--- config.mk ---
export PLATFORM = sky130hd
export DESIGN_NAME = axi_ddr_reg_slice_flat
export DESIGN_NICKNAME = d
export VERILOG_FILES = /design/src/rtl/axi_ddr_reg_slice_pkg.sv /design/src/rtl/axi_ddr_reg_slice_if.sv /design/src/rtl/axi_ddr_reg_slice_skid_buffer.sv /design/src/rtl/axi_ddr_reg_slice.sv /design/src/flat_wrapper.sv
export SDC_FILE = /design/constraint.sdc
export NUM_CORES = 1
export LEC_CHECK = 0
export ABC_CLOCK_PERIOD_IN_PS = 7600
export CAP_MARGIN = 20
export CORE_AREA = 2 2 230 232
export DETAILED_ROUTE_END_ITERATION = 8
export DIE_AREA = 0 0 232 234
export PLACE_DENSITY = 0.71
export REMOVE_ABC_BUFFERS = 1
export SYNTH_ARGS = -nofsm -noshare
export SYNTH_HDL_FRONTEND = slang
export SYNTH_SLANG_ARGS = --single-unit
--- constraint.sdc ---
create_clock -name clock -period 7.6 [get_ports clock]
set_input_delay 1.52 -clock clock [delete_from_list [all_inputs] [get_ports clock]]
set_output_delay 1.52 -clock clock [all_outputs]
set_load 0.1 [all_outputs]
--- src/rtl/axi_ddr_reg_slice_pkg.sv ---
// axi_ddr_reg_slice_pkg: shared widths, payload packing sizes and skid-buffer states
package axi_ddr_reg_slice_pkg;
  typedef enum logic [1:0] {EMPTY, ONE, FULL} skid_state_e;
  localparam int ADDR_W_DEF = 32;
  localparam int DATA_W_DEF = 64;
  localparam int ID_W_DEF = 8;
  // AW/AR payload packs as {id,addr,len,size,burst,lock,cache,prot,qos}
  function automatic int ax_pl_w(int addr_w, int id_w);
    return id_w + addr_w + 8 + 3 + 2 + 1 + 4 + 3 + 4;
  endfunction
  function automatic int w_pl_w(int data_w);
    return data_w + data_w / 8 + 1;
  endfunction
  function automatic int b_pl_w(int id_w);
    return id_w + 2;
  endfunction
  function automatic int r_pl_w(int data_w, int id_w);
    return data_w + id_w + 2 + 1;
  endfunction
  localparam int AW_PL_W = ax_pl_w(ADDR_W_DEF, ID_W_DEF);
  localparam int W_PL_W = w_pl_w(DATA_W_DEF);
  localparam int B_PL_W = b_pl_w(ID_W_DEF);
  localparam int R_PL_W = r_pl_w(DATA_W_DEF, ID_W_DEF);
endpackage

--- src/rtl/axi_ddr_reg_slice_if.sv ---
// axi_ddr_reg_slice_if: five-channel AXI4 bundle with master/slave views
interface axi_ddr_reg_slice_if
  import axi_ddr_reg_slice_pkg::*;
#(
  parameter int ADDR_W = ADDR_W_DEF,
  parameter int DATA_W = DATA_W_DEF,
  parameter int ID_W = ID_W_DEF
);
  logic awvalid, awready, awlock;
  logic [ADDR_W-1:0] awaddr;
  logic [ID_W-1:0] awid;
  logic [7:0] awlen;
  logic [2:0] awsize, awprot;
  logic [1:0] awburst;
  logic [3:0] awcache, awqos;
  logic wvalid, wready, wlast;
  logic [DATA_W-1:0] wdata;
  logic [DATA_W/8-1:0] wstrb;
  logic bvalid, bready;
  logic [ID_W-1:0] bid;
  logic [1:0] bresp;
  logic arvalid, arready, arlock;
  logic [ADDR_W-1:0] araddr;
  logic [ID_W-1:0] arid;
  logic [7:0] arlen;
  logic [2:0] arsize, arprot;
  logic [1:0] arburst;
  logic [3:0] arcache, arqos;
  logic rvalid, rready, rlast;
  logic [DATA_W-1:0] rdata;
  logic [ID_W-1:0] rid;
  logic [1:0] rresp;
  modport master (
    output awvalid, awaddr, awid, awlen, awsize, awburst, awlock, awcache, awprot, awqos,
    input awready,
    output wvalid, wdata, wstrb, wlast,
    input wready,
    input bvalid, bid, bresp,
    output bready,
    output arvalid, araddr, arid, arlen, arsize, arburst, arlock, arcache, arprot, arqos,
    input arready,
    input rvalid, rdata, rid, rresp, rlast,
    output rready
  );
  modport slave (
    input awvalid, awaddr, awid, awlen, awsize, awburst, awlock, awcache, awprot, awqos,
    output awready,
    input wvalid, wdata, wstrb, wlast,
    output wready,
    output bvalid, bid, bresp,
    input bready,
    input arvalid, araddr, arid, arlen, arsize, arburst, arlock, arcache, arprot, arqos,
    output arready,
    output rvalid, rdata, rid, rresp, rlast,
    input rready
  );
endinterface

--- src/rtl/axi_ddr_reg_slice_skid_buffer.sv ---
// axi_skid_buffer: two-entry skid buffer, registered valid/ready, one-cycle forward latency
module axi_skid_buffer
  import axi_ddr_reg_slice_pkg::*;
#(
  parameter int W = 8
) (
  input  logic         clock,
  input  logic         reset,
  input  logic         in_valid,
  output logic         in_ready,
  input  logic [W-1:0] in_data,
  output logic         out_valid,
  input  logic         out_ready,
  output logic [W-1:0] out_data
);
  skid_state_e state, nxt;
  logic [W-1:0] skid;
  logic in_hs, out_hs;
  assign in_hs = in_valid && in_ready;
  assign out_hs = out_valid && out_ready;
  always_comb begin
    nxt = state == EMPTY ? (in_hs ? ONE : EMPTY) :
          state == ONE   ? (in_hs && !out_hs ? FULL : !in_hs && out_hs ? EMPTY : ONE) :
                           (out_hs ? ONE : FULL);
  end
  always_ff @(posedge clock or posedge reset) begin
    if (reset) begin
      state <= EMPTY;
      out_valid <= 1'b0;
      in_ready <= 1'b0;
    end else begin
      state <= nxt;
      out_valid <= nxt != EMPTY;
      in_ready <= nxt != FULL;
    end
  end
  // datapath carries no reset; valid gates everything downstream
  always_ff @(posedge clock) begin
    if (out_hs && state == FULL) out_data <= skid;
    else if (in_hs && (state == EMPTY || out_hs)) out_data <= in_data;
    if (in_hs && !out_hs && state == ONE) skid <= in_data;
  end
endmodule

--- src/rtl/axi_ddr_reg_slice.sv ---
// axi_ddr_reg_slice: five-channel AXI4 register slice, each channel a skid buffer or a bypass wire
module axi_ddr_reg_slice
  import axi_ddr_reg_slice_pkg::*;
#(
  parameter int ADDR_W = ADDR_W_DEF,
  parameter int DATA_W = DATA_W_DEF,
  parameter int ID_W = ID_W_DEF,
  parameter logic [4:0] BYPASS = 5'b0
) (
  input logic clock,
  input logic reset,
  axi_ddr_reg_slice_if.slave  s_axi,
  axi_ddr_reg_slice_if.master m_axi
);
  localparam int AXW = ax_pl_w(ADDR_W, ID_W);
  localparam int WW = w_pl_w(DATA_W);
  localparam int BW = b_pl_w(ID_W);
  localparam int RW = r_pl_w(DATA_W, ID_W);
  logic [AXW-1:0] aw_in, aw_out, ar_in, ar_out;
  logic [WW-1:0] w_in, w_out;
  logic [BW-1:0] b_in, b_out;
  logic [RW-1:0] r_in, r_out;
  assign aw_in = {s_axi.awid, s_axi.awaddr, s_axi.awlen, s_axi.awsize, s_axi.awburst,
                  s_axi.awlock, s_axi.awcache, s_axi.awprot, s_axi.awqos};
  assign {m_axi.awid, m_axi.awaddr, m_axi.awlen, m_axi.awsize, m_axi.awburst,
          m_axi.awlock, m_axi.awcache, m_axi.awprot, m_axi.awqos} = aw_out;
  assign w_in = {s_axi.wdata, s_axi.wstrb, s_axi.wlast};
  assign {m_axi.wdata, m_axi.wstrb, m_axi.wlast} = w_out;
  assign b_in = {m_axi.bid, m_axi.bresp};
  assign {s_axi.bid, s_axi.bresp} = b_out;
  assign ar_in = {s_axi.arid, s_axi.araddr, s_axi.arlen, s_axi.arsize, s_axi.arburst,
                  s_axi.arlock, s_axi.arcache, s_axi.arprot, s_axi.arqos};
  assign {m_axi.arid, m_axi.araddr, m_axi.arlen, m_axi.arsize, m_axi.arburst,
          m_axi.arlock, m_axi.arcache, m_axi.arprot, m_axi.arqos} = ar_out;
  assign r_in = {m_axi.rdata, m_axi.rid, m_axi.rresp, m_axi.rlast};
  assign {s_axi.rdata, s_axi.rid, s_axi.rresp, s_axi.rlast} = r_out;
  if (BYPASS[4]) begin : g_aw
    assign aw_out = aw_in;
    assign m_axi.awvalid = s_axi.awvalid;
    assign s_axi.awready = m_axi.awready;
  end else begin : g_aw
    axi_skid_buffer #(.W(AXW)) u_skid (
      .clock, .reset,
      .in_valid(s_axi.awvalid), .in_ready(s_axi.awready), .in_data(aw_in),
      .out_valid(m_axi.awvalid), .out_ready(m_axi.awready), .out_data(aw_out)
    );
  end
  if (BYPASS[3]) begin : g_w
    assign w_out = w_in;
    assign m_axi.wvalid = s_axi.wvalid;
    assign s_axi.wready = m_axi.wready;
  end else begin : g_w
    axi_skid_buffer #(.W(WW)) u_skid (
      .clock, .reset,
      .in_valid(s_axi.wvalid), .in_ready(s_axi.wready), .in_data(w_in),
      .out_valid(m_axi.wvalid), .out_ready(m_axi.wready), .out_data(w_out)
    );
  end
  // B and R flow from the PS side back toward the fabric
  if (BYPASS[2]) begin : g_b
    assign b_out = b_in;
    assign s_axi.bvalid = m_axi.bvalid;
    assign m_axi.bready = s_axi.bready;
  end else begin : g_b
    axi_skid_buffer #(.W(BW)) u_skid (
      .clock, .reset,
      .in_valid(m_axi.bvalid), .in_ready(m_axi.bready), .in_data(b_in),
      .out_valid(s_axi.bvalid), .out_ready(s_axi.bready), .out_data(b_out)
    );
  end
  if (BYPASS[1]) begin : g_ar
    assign ar_out = ar_in;
    assign m_axi.arvalid = s_axi.arvalid;
    assign s_axi.arready = m_axi.arready;
  end else begin : g_ar
    axi_skid_buffer #(.W(AXW)) u_skid (
      .clock, .reset,
      .in_valid(s_axi.arvalid), .in_ready(s_axi.arready), .in_data(ar_in),
      .out_valid(m_axi.arvalid), .out_ready(m_axi.arready), .out_data(ar_out)
    );
  end
  if (BYPASS[0]) begin : g_r
    assign r_out = r_in;
    assign s_axi.rvalid = m_axi.rvalid;
    assign m_axi.rready = s_axi.rready;
  end else begin : g_r
    axi_skid_buffer #(.W(RW)) u_skid (
      .clock, .reset,
      .in_valid(m_axi.rvalid), .in_ready(m_axi.rready), .in_data(r_in),
      .out_valid(s_axi.rvalid), .out_ready(s_axi.rready), .out_data(r_out)
    );
  end
endmodule

--- src/flat_wrapper.sv ---
// flat-port wrapper written by rule: the top's interface ports become plain ports
module axi_ddr_reg_slice_flat import axi_ddr_reg_slice_pkg::*;
#(
  parameter int ADDR_W = ADDR_W_DEF,
  parameter int DATA_W = DATA_W_DEF,
  parameter int ID_W = ID_W_DEF,
  parameter logic [4:0] BYPASS = 5'b0
)
  (clock, reset, s_axi_awvalid, s_axi_awaddr, s_axi_awid, s_axi_awlen, s_axi_awsize, s_axi_awburst, s_axi_awlock, s_axi_awcache, s_axi_awprot, s_axi_awqos, s_axi_awready, s_axi_wvalid, s_axi_wdata, s_axi_wstrb, s_axi_wlast, s_axi_wready, s_axi_bvalid, s_axi_bid, s_axi_bresp, s_axi_bready, s_axi_arvalid, s_axi_araddr, s_axi_arid, s_axi_arlen, s_axi_arsize, s_axi_arburst, s_axi_arlock, s_axi_arcache, s_axi_arprot, s_axi_arqos, s_axi_arready, s_axi_rvalid, s_axi_rdata, s_axi_rid, s_axi_rresp, s_axi_rlast, s_axi_rready, m_axi_awvalid, m_axi_awaddr, m_axi_awid, m_axi_awlen, m_axi_awsize, m_axi_awburst, m_axi_awlock, m_axi_awcache, m_axi_awprot, m_axi_awqos, m_axi_awready, m_axi_wvalid, m_axi_wdata, m_axi_wstrb, m_axi_wlast, m_axi_wready, m_axi_bvalid, m_axi_bid, m_axi_bresp, m_axi_bready, m_axi_arvalid, m_axi_araddr, m_axi_arid, m_axi_arlen, m_axi_arsize, m_axi_arburst, m_axi_arlock, m_axi_arcache, m_axi_arprot, m_axi_arqos, m_axi_arready, m_axi_rvalid, m_axi_rdata, m_axi_rid, m_axi_rresp, m_axi_rlast, m_axi_rready);
  axi_ddr_reg_slice_if #(.ADDR_W(ADDR_W), .DATA_W(DATA_W), .ID_W(ID_W)) s_axi_i ();
  axi_ddr_reg_slice_if #(.ADDR_W(ADDR_W), .DATA_W(DATA_W), .ID_W(ID_W)) m_axi_i ();
  input logic clock;
  input logic reset;
  input wire logic [$bits(s_axi_i.awvalid)-1:0] s_axi_awvalid;
  input wire logic [$bits(s_axi_i.awaddr)-1:0] s_axi_awaddr;
  input wire logic [$bits(s_axi_i.awid)-1:0] s_axi_awid;
  input wire logic [$bits(s_axi_i.awlen)-1:0] s_axi_awlen;
  input wire logic [$bits(s_axi_i.awsize)-1:0] s_axi_awsize;
  input wire logic [$bits(s_axi_i.awburst)-1:0] s_axi_awburst;
  input wire logic [$bits(s_axi_i.awlock)-1:0] s_axi_awlock;
  input wire logic [$bits(s_axi_i.awcache)-1:0] s_axi_awcache;
  input wire logic [$bits(s_axi_i.awprot)-1:0] s_axi_awprot;
  input wire logic [$bits(s_axi_i.awqos)-1:0] s_axi_awqos;
  output wire logic [$bits(s_axi_i.awready)-1:0] s_axi_awready;
  input wire logic [$bits(s_axi_i.wvalid)-1:0] s_axi_wvalid;
  input wire logic [$bits(s_axi_i.wdata)-1:0] s_axi_wdata;
  input wire logic [$bits(s_axi_i.wstrb)-1:0] s_axi_wstrb;
  input wire logic [$bits(s_axi_i.wlast)-1:0] s_axi_wlast;
  output wire logic [$bits(s_axi_i.wready)-1:0] s_axi_wready;
  output wire logic [$bits(s_axi_i.bvalid)-1:0] s_axi_bvalid;
  output wire logic [$bits(s_axi_i.bid)-1:0] s_axi_bid;
  output wire logic [$bits(s_axi_i.bresp)-1:0] s_axi_bresp;
  input wire logic [$bits(s_axi_i.bready)-1:0] s_axi_bready;
  input wire logic [$bits(s_axi_i.arvalid)-1:0] s_axi_arvalid;
  input wire logic [$bits(s_axi_i.araddr)-1:0] s_axi_araddr;
  input wire logic [$bits(s_axi_i.arid)-1:0] s_axi_arid;
  input wire logic [$bits(s_axi_i.arlen)-1:0] s_axi_arlen;
  input wire logic [$bits(s_axi_i.arsize)-1:0] s_axi_arsize;
  input wire logic [$bits(s_axi_i.arburst)-1:0] s_axi_arburst;
  input wire logic [$bits(s_axi_i.arlock)-1:0] s_axi_arlock;
  input wire logic [$bits(s_axi_i.arcache)-1:0] s_axi_arcache;
  input wire logic [$bits(s_axi_i.arprot)-1:0] s_axi_arprot;
  input wire logic [$bits(s_axi_i.arqos)-1:0] s_axi_arqos;
  output wire logic [$bits(s_axi_i.arready)-1:0] s_axi_arready;
  output wire logic [$bits(s_axi_i.rvalid)-1:0] s_axi_rvalid;
  output wire logic [$bits(s_axi_i.rdata)-1:0] s_axi_rdata;
  output wire logic [$bits(s_axi_i.rid)-1:0] s_axi_rid;
  output wire logic [$bits(s_axi_i.rresp)-1:0] s_axi_rresp;
  output wire logic [$bits(s_axi_i.rlast)-1:0] s_axi_rlast;
  input wire logic [$bits(s_axi_i.rready)-1:0] s_axi_rready;
  output wire logic [$bits(m_axi_i.awvalid)-1:0] m_axi_awvalid;
  output wire logic [$bits(m_axi_i.awaddr)-1:0] m_axi_awaddr;
  output wire logic [$bits(m_axi_i.awid)-1:0] m_axi_awid;
  output wire logic [$bits(m_axi_i.awlen)-1:0] m_axi_awlen;
  output wire logic [$bits(m_axi_i.awsize)-1:0] m_axi_awsize;
  output wire logic [$bits(m_axi_i.awburst)-1:0] m_axi_awburst;
  output wire logic [$bits(m_axi_i.awlock)-1:0] m_axi_awlock;
  output wire logic [$bits(m_axi_i.awcache)-1:0] m_axi_awcache;
  output wire logic [$bits(m_axi_i.awprot)-1:0] m_axi_awprot;
  output wire logic [$bits(m_axi_i.awqos)-1:0] m_axi_awqos;
  input wire logic [$bits(m_axi_i.awready)-1:0] m_axi_awready;
  output wire logic [$bits(m_axi_i.wvalid)-1:0] m_axi_wvalid;
  output wire logic [$bits(m_axi_i.wdata)-1:0] m_axi_wdata;
  output wire logic [$bits(m_axi_i.wstrb)-1:0] m_axi_wstrb;
  output wire logic [$bits(m_axi_i.wlast)-1:0] m_axi_wlast;
  input wire logic [$bits(m_axi_i.wready)-1:0] m_axi_wready;
  input wire logic [$bits(m_axi_i.bvalid)-1:0] m_axi_bvalid;
  input wire logic [$bits(m_axi_i.bid)-1:0] m_axi_bid;
  input wire logic [$bits(m_axi_i.bresp)-1:0] m_axi_bresp;
  output wire logic [$bits(m_axi_i.bready)-1:0] m_axi_bready;
  output wire logic [$bits(m_axi_i.arvalid)-1:0] m_axi_arvalid;
  output wire logic [$bits(m_axi_i.araddr)-1:0] m_axi_araddr;
  output wire logic [$bits(m_axi_i.arid)-1:0] m_axi_arid;
  output wire logic [$bits(m_axi_i.arlen)-1:0] m_axi_arlen;
  output wire logic [$bits(m_axi_i.arsize)-1:0] m_axi_arsize;
  output wire logic [$bits(m_axi_i.arburst)-1:0] m_axi_arburst;
  output wire logic [$bits(m_axi_i.arlock)-1:0] m_axi_arlock;
  output wire logic [$bits(m_axi_i.arcache)-1:0] m_axi_arcache;
  output wire logic [$bits(m_axi_i.arprot)-1:0] m_axi_arprot;
  output wire logic [$bits(m_axi_i.arqos)-1:0] m_axi_arqos;
  input wire logic [$bits(m_axi_i.arready)-1:0] m_axi_arready;
  input wire logic [$bits(m_axi_i.rvalid)-1:0] m_axi_rvalid;
  input wire logic [$bits(m_axi_i.rdata)-1:0] m_axi_rdata;
  input wire logic [$bits(m_axi_i.rid)-1:0] m_axi_rid;
  input wire logic [$bits(m_axi_i.rresp)-1:0] m_axi_rresp;
  input wire logic [$bits(m_axi_i.rlast)-1:0] m_axi_rlast;
  output wire logic [$bits(m_axi_i.rready)-1:0] m_axi_rready;
  assign s_axi_i.awvalid = s_axi_awvalid;
  assign s_axi_i.awaddr = s_axi_awaddr;
  assign s_axi_i.awid = s_axi_awid;
  assign s_axi_i.awlen = s_axi_awlen;
  assign s_axi_i.awsize = s_axi_awsize;
  assign s_axi_i.awburst = s_axi_awburst;
  assign s_axi_i.awlock = s_axi_awlock;
  assign s_axi_i.awcache = s_axi_awcache;
  assign s_axi_i.awprot = s_axi_awprot;
  assign s_axi_i.awqos = s_axi_awqos;
  assign s_axi_awready = s_axi_i.awready;
  assign s_axi_i.wvalid = s_axi_wvalid;
  assign s_axi_i.wdata = s_axi_wdata;
  assign s_axi_i.wstrb = s_axi_wstrb;
  assign s_axi_i.wlast = s_axi_wlast;
  assign s_axi_wready = s_axi_i.wready;
  assign s_axi_bvalid = s_axi_i.bvalid;
  assign s_axi_bid = s_axi_i.bid;
  assign s_axi_bresp = s_axi_i.bresp;
  assign s_axi_i.bready = s_axi_bready;
  assign s_axi_i.arvalid = s_axi_arvalid;
  assign s_axi_i.araddr = s_axi_araddr;
  assign s_axi_i.arid = s_axi_arid;
  assign s_axi_i.arlen = s_axi_arlen;
  assign s_axi_i.arsize = s_axi_arsize;
  assign s_axi_i.arburst = s_axi_arburst;
  assign s_axi_i.arlock = s_axi_arlock;
  assign s_axi_i.arcache = s_axi_arcache;
  assign s_axi_i.arprot = s_axi_arprot;
  assign s_axi_i.arqos = s_axi_arqos;
  assign s_axi_arready = s_axi_i.arready;
  assign s_axi_rvalid = s_axi_i.rvalid;
  assign s_axi_rdata = s_axi_i.rdata;
  assign s_axi_rid = s_axi_i.rid;
  assign s_axi_rresp = s_axi_i.rresp;
  assign s_axi_rlast = s_axi_i.rlast;
  assign s_axi_i.rready = s_axi_rready;
  assign m_axi_awvalid = m_axi_i.awvalid;
  assign m_axi_awaddr = m_axi_i.awaddr;
  assign m_axi_awid = m_axi_i.awid;
  assign m_axi_awlen = m_axi_i.awlen;
  assign m_axi_awsize = m_axi_i.awsize;
  assign m_axi_awburst = m_axi_i.awburst;
  assign m_axi_awlock = m_axi_i.awlock;
  assign m_axi_awcache = m_axi_i.awcache;
  assign m_axi_awprot = m_axi_i.awprot;
  assign m_axi_awqos = m_axi_i.awqos;
  assign m_axi_i.awready = m_axi_awready;
  assign m_axi_wvalid = m_axi_i.wvalid;
  assign m_axi_wdata = m_axi_i.wdata;
  assign m_axi_wstrb = m_axi_i.wstrb;
  assign m_axi_wlast = m_axi_i.wlast;
  assign m_axi_i.wready = m_axi_wready;
  assign m_axi_i.bvalid = m_axi_bvalid;
  assign m_axi_i.bid = m_axi_bid;
  assign m_axi_i.bresp = m_axi_bresp;
  assign m_axi_bready = m_axi_i.bready;
  assign m_axi_arvalid = m_axi_i.arvalid;
  assign m_axi_araddr = m_axi_i.araddr;
  assign m_axi_arid = m_axi_i.arid;
  assign m_axi_arlen = m_axi_i.arlen;
  assign m_axi_arsize = m_axi_i.arsize;
  assign m_axi_arburst = m_axi_i.arburst;
  assign m_axi_arlock = m_axi_i.arlock;
  assign m_axi_arcache = m_axi_i.arcache;
  assign m_axi_arprot = m_axi_i.arprot;
  assign m_axi_arqos = m_axi_i.arqos;
  assign m_axi_i.arready = m_axi_arready;
  assign m_axi_i.rvalid = m_axi_rvalid;
  assign m_axi_i.rdata = m_axi_rdata;
  assign m_axi_i.rid = m_axi_rid;
  assign m_axi_i.rresp = m_axi_rresp;
  assign m_axi_i.rlast = m_axi_rlast;
  assign m_axi_rready = m_axi_i.rready;
  axi_ddr_reg_slice #(.ADDR_W(ADDR_W), .DATA_W(DATA_W), .ID_W(ID_W), .BYPASS(BYPASS)) u_core (.clock(clock), .reset(reset), .s_axi(s_axi_i), .m_axi(m_axi_i));
endmodule
==> out/results.txt, run 1 <==
# fillers = 3856
Avg WL per Cell = 22.2 um
Setup Fix Bufs, Post-CTS = 0
Clock network fraction of total power = 0.213
P_sw = 6.18 mW
# resized after CTS = 0
DR DRC count = 0
Cts bufs inserted = 59
Synth Instances = 987
Crit. End Element = flop
FMAX = 260 MHz
Total routed wirelength = 52.6 mm
Place WS = 3140 ps
Commonest cells after routing, fill and taps aside = clkdlybuf4s50_1, edfxtp_1, mux2_2
Number of global-route vias before repair = 11.9k
Max Root-Sink Buffers = 3
IO buf count = 597
Final Cycle Share = 0.506
Setup TNS = 0 ps
Flop pwr share = 0.356
Mux share of post-synthesis cell area = 0.155
Leakage = 10.6 nW
CORE AREA = 52000 um2
First-pass GRT wire length = 75.0 mm
Depth of the worst register-to-register path = 5
Rel. slew slack = 0.238
Initial drt markers = 737
Initial Util = 0.419
CP Capture Point = u_core.g_aw.u_skid.out_data[19]$_DFFE_PP_
Final setup fails = 0
Post-Synth Simple-Gate Area = 0.0102
Post-synthesis compound-gate area fraction = 0.00665
H-tree depth = 2
CTS tree = done
Multi-input logic area = 3860 um2
Synth cell types = 24
Drt first pass iters = 5
Row cnt = 84
Final #Nets = 1931
Clk Latency, worst-skew pair = 600 ps
Final setup margin = 3750 ps
Synth Area in Adders = 0
Final Max Slew Viols = 0
Die height = 234 um
Routed vias = 11.6k
Number of vias per cell = 4.91
Syn Area/Cell = 22.1 um2
Most common cell after layout, fill and taps aside = clkdlybuf4s50_1
Die Area = 54300 um2
Peak supply drop = 0.378 mV
Max_cap viols = 0
Final GP Congestion = 0.804
Tmin final = 3850 ps
Syn Std Cell Area = 21800 um2
Combinational Power Share = 0.431
Pin count of the biggest net entering global routing = 76
CTS Root Cell = clkbuf_16
Status = finished clean
Endpoint of the worst register-to-register path = u_core.g_aw.u_skid.out_data[19]$_DFFE_PP_
Post-synthesis register bit count = 596
Final hold viol count = 0
I/O pin total = 598
Global route overflow = 0
Worst EP required = 7910 ps
CTS Hold Bufs = 0
Worst-Margin Slew = 1140 ps
Post-detail-place hpwl = 36.7 mm
CP Data Arrival Time = 4160 ps
Tot GR Track Use = 0.184
Crit Path Max Fanout = 66
Worst reg-to-reg setup slack = 4700 ps
Power density over the cells = 450 nW/um2
Xor/xnor share of the synthesized area = 0
Fraction of layout cells with a size suffix above 1 = 0.239
DRT antenna net count = 0
Synth Warn # = 0
CTS clock-pin slew for the worst setup and hold paths = 60 ps
Area Overhead vs Synth = 40.6%
RSZ-0062 raised after global routing = no
Register area = 17800 um2
Reg-to-Reg Start = u_core.g_aw.u_skid.state[1]$_DFF_PP0_
Min-Delay Path Class = reg -> reg
Clock Skews = 20.0 ps
Main combinational cell family by area after synthesis = multiplexers
Antenna violations before repair = 6
Num Clock Sinks = 596
Sw Share = 0.447
Total internal power = 7.64 mW
Worst Setup Path Type = in -> reg
Critical path origin = m_axi_awready
Seq/Total Area, Yosys = 0.816
Startpoint types = input pin
Die width = 232 um
worst min path at each step:
| stage | end | start | cells past startpoint | slack (ps) |
|---|---|---|---|---|
| 2_1_floorplan | u_core.g_ar.u_skid.out_valid$_DFF_PP0_ | u_core.g_ar.u_skid.state[1]$_DFF_PP0_ | 1 | 490 |
| 3_3_place_gp | u_core.g_ar.u_skid.out_valid$_DFF_PP0_ | u_core.g_ar.u_skid.state[1]$_DFF_PP0_ | 1 | 500 |
| 3_5_place_dp | u_core.g_r.u_skid.out_data[26]$_DFFE_PP_ | u_core.g_r.u_skid.skid[26]$_DFFE_PP_ | 1 | 520 |
| 4_1_cts | u_core.g_r.u_skid.out_data[24]$_DFFE_PP_ | u_core.g_r.u_skid.skid[24]$_DFFE_PP_ | 1 | 520 |
| 5_1_grt | u_core.g_aw.u_skid.out_data[23]$_DFFE_PP_ | u_core.g_aw.u_skid.skid[23]$_DFFE_PP_ | 1 | 550 |
| 6_report | u_core.g_r.u_skid.out_data[24]$_DFFE_PP_ | u_core.g_r.u_skid.skid[24]$_DFFE_PP_ | 1 | 530 |
power groups by stage:
stage / registers [mW] / logic (mW) / clock network [mW]
4_1_cts: 4.93 / 5.98 / 3.01
6_report: 4.92 / 5.95 / 2.95
2_1_floorplan: 8.73 / 0.730 / 0
5_1_grt: 4.99 / 6.09 / 3.14
3_5_place_dp: 4.98 / 5.97 / 0
3_3_place_gp: 4.96 / 5.93 / 0
cell families (layout without fill, tap and decap cells):
family / count (synthesis) / count (layout)
compound gates: 25 / 25
other cells: 0 / 3
simple gates: 43 / 43
flops: 596 / 596
mux: 288 / 288
buf+inv: 35 / 729
sequential cells by signal, indices dropped and copies added (netlist names), 2 cells and up:
register                     count
u_core.g_r.u_skid.state          2
u_core.g_b.u_skid.skid          10
u_core.g_w.u_skid.out_data      73
u_core.g_w.u_skid.state          2
u_core.g_ar.u_skid.state         2
u_core.g_aw.u_skid.out_data     65
u_core.g_b.u_skid.state          2
u_core.g_aw.u_skid.skid         65
u_core.g_ar.u_skid.out_data     65
u_core.g_r.u_skid.skid          75
u_core.g_r.u_skid.out_data      75
u_core.g_w.u_skid.skid          73
u_core.g_ar.u_skid.skid         65
u_core.g_aw.u_skid.state         2
u_core.g_b.u_skid.out_data      10
final cells by class:
type	instances	share of cell area
Tap cell	688	0.0281
Inverter	6	0.000734
Timing Repair Buffer	612	0.201
Sequential cell	596	0.580
Multi-Input combinational cell	356	0.126
Clock buffer	77	0.0527
Clock inverter	34	0.0115
Antenna cell	3	0.000245
synthesized netlist by cell type:
master / n / share of area
a21oi_1: 9 / 0.0021
a31oi_1: 10 / 0.0029
and2b_1: 2 / 0.00069
buf_2: 12 / 0.0028
buf_4: 2 / 0.00069
buf_6: 15 / 0.0077
dfrtp_1: 20 / 0.023
edfxtp_1: 576 / 0.79
inv_1: 6 / 0.0010
mux2_1: 9 / 0.0046
mux2_2: 240 / 0.12
mux2_4: 39 / 0.027
nand2_1: 15 / 0.0026
nand3_1: 8 / 0.0018
nand3_2: 1 / 0.00046
nand3b_1: 5 / 0.0017
nor2_1: 4 / 0.00069
nor2b_1: 2 / 0.00057
nor3_1: 1 / 0.00023
o21a_1: 1 / 0.00034
o21ai_0: 1 / 0.00023
o22ai_1: 4 / 0.0011
or2_1: 1 / 0.00029
or2_2: 4 / 0.0011
critical path, cell delays in order:
cell,delay [ps]
clkdlybuf4s50_1,450
nand3_1,120
or2_4,120
buf_4,810
o21ai_4,550
buf_4,460
metrics by stage:
stage	utilization	power, mW	cells	hold slack, ps	instance area (um2)
6_report	0.590	13.8	2372	527	30700
5_1_grt	0.590	14.2	2371	549	30700
4_1_cts	0.589	13.9	2366	520	30600
3_5_place_dp	0.551	11.0	2255	516	28600
3_3_place_gp	0.550	10.9	2253	504	28600
2_1_floorplan	-	9.46	958	491	21600
per-layer routing:
metal  up-vias  GRT usage  share of wire
li1       5240          -              -
met1      5927      0.218           0.38
met2       393      0.323           0.52
met3        78     0.0554          0.075
met4         6     0.0553          0.023
met5         -          0        0.00066
No activity file was read; power rests on OpenSTA's default activity.
==> inputs of run 2 (changes only) <==
Settings changed: ABC_CLOCK_PERIOD_IN_PS 7600 to 3750.
Clock period 7.6 ns to 3.75 ns, I/O delays scaled along.
==> run 2 against run 1 <==
Net effect:
- combinational power increased by 110%
- utilization hardly changed
- global-route usage grew 0.18 points
- power up 100%
- routed wire length hardly changed
- worst hold slack lost 86 ps
- via count is 0.67% higher
- flip-flop and latch count unchanged
- sequential share of layout area is essentially flat
- register-to-register slack worse by 3200 ps
- sequential power rose by 100%
- die area unchanged
==> out/results.txt, run 2 (synthesized netlist as in run 1, its figures left out) <==
Status = finished clean
Place WS = 850 ps
DRT antenna net count = 0
FMAX = 328 MHz
Layout Utilization = 0.590
Tmin final = 3050 ps
Max_cap viols = 0
CTS Hold Bufs = 0
Initial Util = 0.419
Critical-path cell list = clkdlybuf4s50_1
CTS Root Cell = clkbuf_16
Register area = 17800 um2
Final hold viol count = 0
Final setup fails = 0
Post-detail-place hpwl = 37.6 mm
Final setup margin = 703 ps
Clk Latency, worst-skew pair = 590 ps
Commonest cells after routing, fill and taps aside = clkdlybuf4s50_1, edfxtp_1, mux2_2
# resized after CTS = 0
Final Max Slew Viols = 0
Final GP Congestion = 0.828
Number of global-route vias before repair = 12.0k
Total routed wirelength = 52.7 mm
Buf/Inv on CP = 1
# fillers = 3822
Antenna violations before repair = 8
Layout Cells excl Fill = 2380
Worst Setup Path Type = reg -> out
Clock Skews = 13.4 ps
Leakage = 10.6 nW
Startpoint types = flop
I/O pin total = 598
Drt first pass iters = 5
Hold slack = 440 ps
CP Data Arrival Time = 2300 ps
First-pass GRT wire length = 75.5 mm
Max Root-Sink Buffers = 3
Rel. slew slack = 0.271
Worst-Margin Slew = 1090 ps
RSZ-0062 raised after global routing = no
Final Cycle Share = 0.813
Die height = 234 um
Die width = 232 um
DP Cell Count = 2269
CTS tree = done
Peak supply drop = 0.749 mV
Area Overhead vs Synth = 40.6%
IO buf count = 597
Worst EP required = 3000 ps
Slowest library cell on the worst path = clkdlybuf4s50_1
Multi-input logic area = 3860 um2
Most common cell after layout, fill and taps aside = clkdlybuf4s50_1
Setup TNS = 0 ps
Routed vias = 11.7k
Tot GR Track Use = 0.186
CP delay by family, top = buffers and inverters
Die Area = 54300 um2
Global route overflow = 0
Final #Nets = 1942
Initial drt markers = 608
Avg WL per Cell = 22.1 um
Min-Delay Path Class = in -> async
Fraction of layout cells with a size suffix above 1 = 0.243
Setup Fix Bufs, Post-CTS = 0
Num Clock Sinks = 596
H-tree depth = 2
CORE AREA = 52000 um2
Cts bufs inserted = 59
Worst stage delay on the critical path = 1200 ps
Crit. End Element = primary output
Largest registers = u_core.g_r.u_skid.out_data: 75 flops, u_core.g_r.u_skid.skid: 75 flops
Crit Path Max Fanout = 5
Pin count of the biggest net entering global routing = 66
DR DRC count = 0
CTS clock-pin slew for the worst setup and hold paths = 60 ps
Row cnt = 84
Number of vias per cell = 4.93
Power density over the cells = 905 nW/um2
## run 2: worst paths after layout
| kind | start | end | slack (ps) | cells after the start |
|---|---|---|---|---|
| max | u_core.g_w.u_skid.out_valid$_DFF_PP0_ | m_axi_wvalid | 700 | 1 |
| min | reset | u_core.g_aw.u_skid.state[1]$_DFF_PP0_ | 440 | 2 |
| max reg2reg | u_core.g_w.u_skid.state[0]$_DFF_PP0_ | u_core.g_w.u_skid.out_data[42]$_DFFE_PP_ | 1510 | 4 |
| min reg2reg | u_core.g_r.u_skid.skid[25]$_DFFE_PP_ | u_core.g_r.u_skid.out_data[25]$_DFFE_PP_ | 530 | 1 |
| max in group asynchronous | reset | u_core.g_w.u_skid.state[0]$_DFF_PP0_ | 2880 | 3 |
| min in group clock | u_core.g_r.u_skid.skid[25]$_DFFE_PP_ | u_core.g_r.u_skid.out_data[25]$_DFFE_PP_ | 530 | 1 |
## run 2: through the flow
| step | power, mW | instance area [um2] |
|---|---|---|
| final | 27.8 | 30700 |
| after global routing | 28.6 | 30700 |
| after CTS | 28.0 | 30700 |
| after detailed placement | 22.3 | 28800 |
| after global placement | 22.2 | 28800 |
| after floorplan | 19.2 | 21600 |
## run 2: area by class of cell
cell class | instances | share of cell area
repair buffers | 623 | 0.205
inverters | 6 | 0.000734
clock inverters | 26 | 0.00787
diodes | 7 | 0.000571
clock buffers | 78 | 0.0517
flip-flops and latches | 596 | 0.580
multi-input cells | 356 | 0.126
well taps | 688 | 0.0281
## run 2: metal layers
metal  vias to the layer above  share of wire  GRT usage
met5                         -        0.00051          0
li1                       5245              -          -
met1                      5953           0.39      0.226
met2                       431           0.52      0.319
met3                        89          0.070     0.0468
met4                         4          0.025     0.0719
## run 2: power by group
| part | internal (mW) | switching (mW) | leakage [nW] |
|---|---|---|---|
| sequential | 9.41 | 0.556 | 5.57 |
| clock | 3.24 | 2.41 | 0.900 |
| combinational | 2.64 | 9.52 | 4.11 |
==> inputs of run 3 (changes only) <==
Settings changed: ABC_CLOCK_PERIOD_IN_PS 3750 to 2500, CORE_AREA 2 2 230 232 to 2 2 236 238, DIE_AREA 0 0 232 234 to 0 0 238 240.
Clock period 3.75 ns to 2.5 ns, I/O delays scaled along.
==> run 3 against run 2 <==
Net effect:
- worst hold slack lost 180 ps
- critical path depth is the same
- clock skew grew 0.54 ps
- sequential power grew 50%
- global-route usage shrank 1.0 points
- non-clock buffer count grew 21
- utilization shrank 3.5 points
- critical path type unchanged
- largest power group unchanged
==> out/results.txt, run 3 (synthesized netlist as in run 1, its figures left out) <==
IO buf count = 597
GR Util met1 = 0.204
Clk Latency, worst-skew pair = 610 ps
Rel. slew slack = 0.710
Pin count of the biggest net entering global routing = 61
Buf/Inv on CP = 1
Routed vias = 11.7k
H-tree depth = 2
Die Area = 57100 um2
Final GP Congestion = 0.778
Status = finished clean
Peak supply drop = 1.04 mV
Combinational Power Share = 0.433
RSZ-0062 raised after global routing = no
Power density over the cells = 1370 nW/um2
Final #Nets = 1965
Sw Share = 0.452
CP Data Arrival Time = 1450 ps
Crit. End Element = primary output
Antenna violations before repair = 6
Most common cell after layout, fill and taps aside = edfxtp_1
Global route overflow = 0
Worst-Margin Slew = 434 ps
Worst stage delay on the critical path = 450 ps
Initial drt markers = 553
Tot GR Track Use = 0.176
Setup Fix Bufs, Post-CTS = 0
Max_cap viols = 0
Final hold viol count = 0
Clock network fraction of total power = 0.208
Row cnt = 86
Startpoint types = flop
Layout Cells excl Fill = 2421
Num Clock Sinks = 596
Total routed wirelength = 52.4 mm
Area Overhead vs Synth = 39.1%
DR DRC count = 0
Final setup fails = 0
Critical-path cell list = buf_4
Met3 usage = 0.0629
Number of global-route vias before repair = 12.3k
DRT antenna net count = 0
Die width = 238 um
Number of vias per cell = 4.84
Slowest library cell on the worst path = dfrtp_1
Total internal power = 22.8 mW
Cts bufs inserted = 61
Fraction of layout cells with a size suffix above 1 = 0.423
Min-Delay Path Class = in -> async
FMAX = 513 MHz
CTS Hold Bufs = 0
Final Max Slew Viols = 0
I/O pin total = 598
Commonest cells after routing, fill and taps aside = edfxtp_1, buf_4, clkdlybuf4s50_1
First-pass GRT wire length = 76.0 mm
Tmin final = 1950 ps
Die height = 240 um
Worst Setup Path Type = reg -> out
Design area = 30300 um2
Clock Skews = 14.0 ps
Largest registers = u_core.g_r.u_skid.out_data: 75 flops, u_core.g_r.u_skid.skid: 75 flops
Post-detail-place hpwl = 37.8 mm
M2 GR Usage = 0.309
CTS clock-pin slew for the worst setup and hold paths = 60 ps
CORE AREA = 54700 um2
DP Cell Count = 2306
Final Cycle Share = 0.779
Leakage = 11.0 nW
Flop pwr share = 0.359
Drt first pass iters = 4
Worst EP required = 2000 ps
CTS Root Cell = clkbuf_16
P_sw = 18.9 mW
CTS tree = done
CP delay by family, top = flip-flops
Crit Path Max Fanout = 5
Avg WL per Cell = 21.6 um
Hold slack = 257 ps
# resized after CTS = 0
Initial Util = 0.399
Placed Area = 28400 um2
Busiest grt layer = met2
Setup TNS = 0 ps
Max Root-Sink Buffers = 3
[run 3: cell types whose count changed in the layout (fill, tap and decap cells not counted), moves of 3 or more]
cell / change
clkbuf_1: -4
clkdlybuf4s50_1: -294
clkbuf_8: -4
clkinv_1: +12
buf_12: +14
buf_4: +302
diode_2: -3
clkbuf_16: +4
[run 3: worst paths after layout]
path                                                       startpoint                                  endpoint  slack [ps]  depth (start not counted)
worst max-delay path            u_core.g_r.u_skid.out_valid$_DFF_PP0_                              s_axi_rvalid         550                          1
worst min register to register   u_core.g_r.u_skid.skid[30]$_DFFE_PP_  u_core.g_r.u_skid.out_data[30]$_DFFE_PP_         530                          1
min in group clock                                    m_axi_rdata[30]      u_core.g_r.u_skid.skid[41]$_DFFE_PP_         480                          1
worst min-delay path                                            reset     u_core.g_aw.u_skid.state[0]$_DFF_PP0_         260                          3
worst max register to register   u_core.g_w.u_skid.state[0]$_DFF_PP0_  u_core.g_w.u_skid.out_data[71]$_DFFE_PP_         630                          4
max in group asynchronous                                       reset     u_core.g_r.u_skid.out_valid$_DFF_PP0_        1970                          3
[run 3: layout make-up]
type,instances,area (um2)
clock inverters,37,279
clock buffers,74,1620
multi-input cells,356,3860
flip-flops and latches,596,17800
well taps,704,881
fillers,4203,24300
inverters,6,22.5
repair buffers,644,5870
diodes,4,10.0
[run 3: through the flow]
stage,power (mW),worst slack [ps],util
2_1_floorplan,26.8,-5740,-
3_3_place_gp,33.2,136,0.520
3_5_place_dp,33.3,140,0.520
4_1_cts,42.1,488,0.555
5_1_grt,43.0,466,0.555
6_report,41.7,552,0.555
[run 3: power by group through the flow]
stage	Combinational, mW	Sequential, mW	Clock (mW)
detailed placement	18.2	15.2	0
CTS	18.2	15.0	8.87
global route	18.5	15.2	9.25
global placement	18.0	15.1	0
floorplan	2.16	24.6	0
finish	18.1	15.0	8.65
[run 3: metal layers]
metal  share of wire  routed length (um)
met1            0.38               19700
met2            0.52               27200
met3           0.085                4430
met4           0.019                1000
met5         0.00050                  26
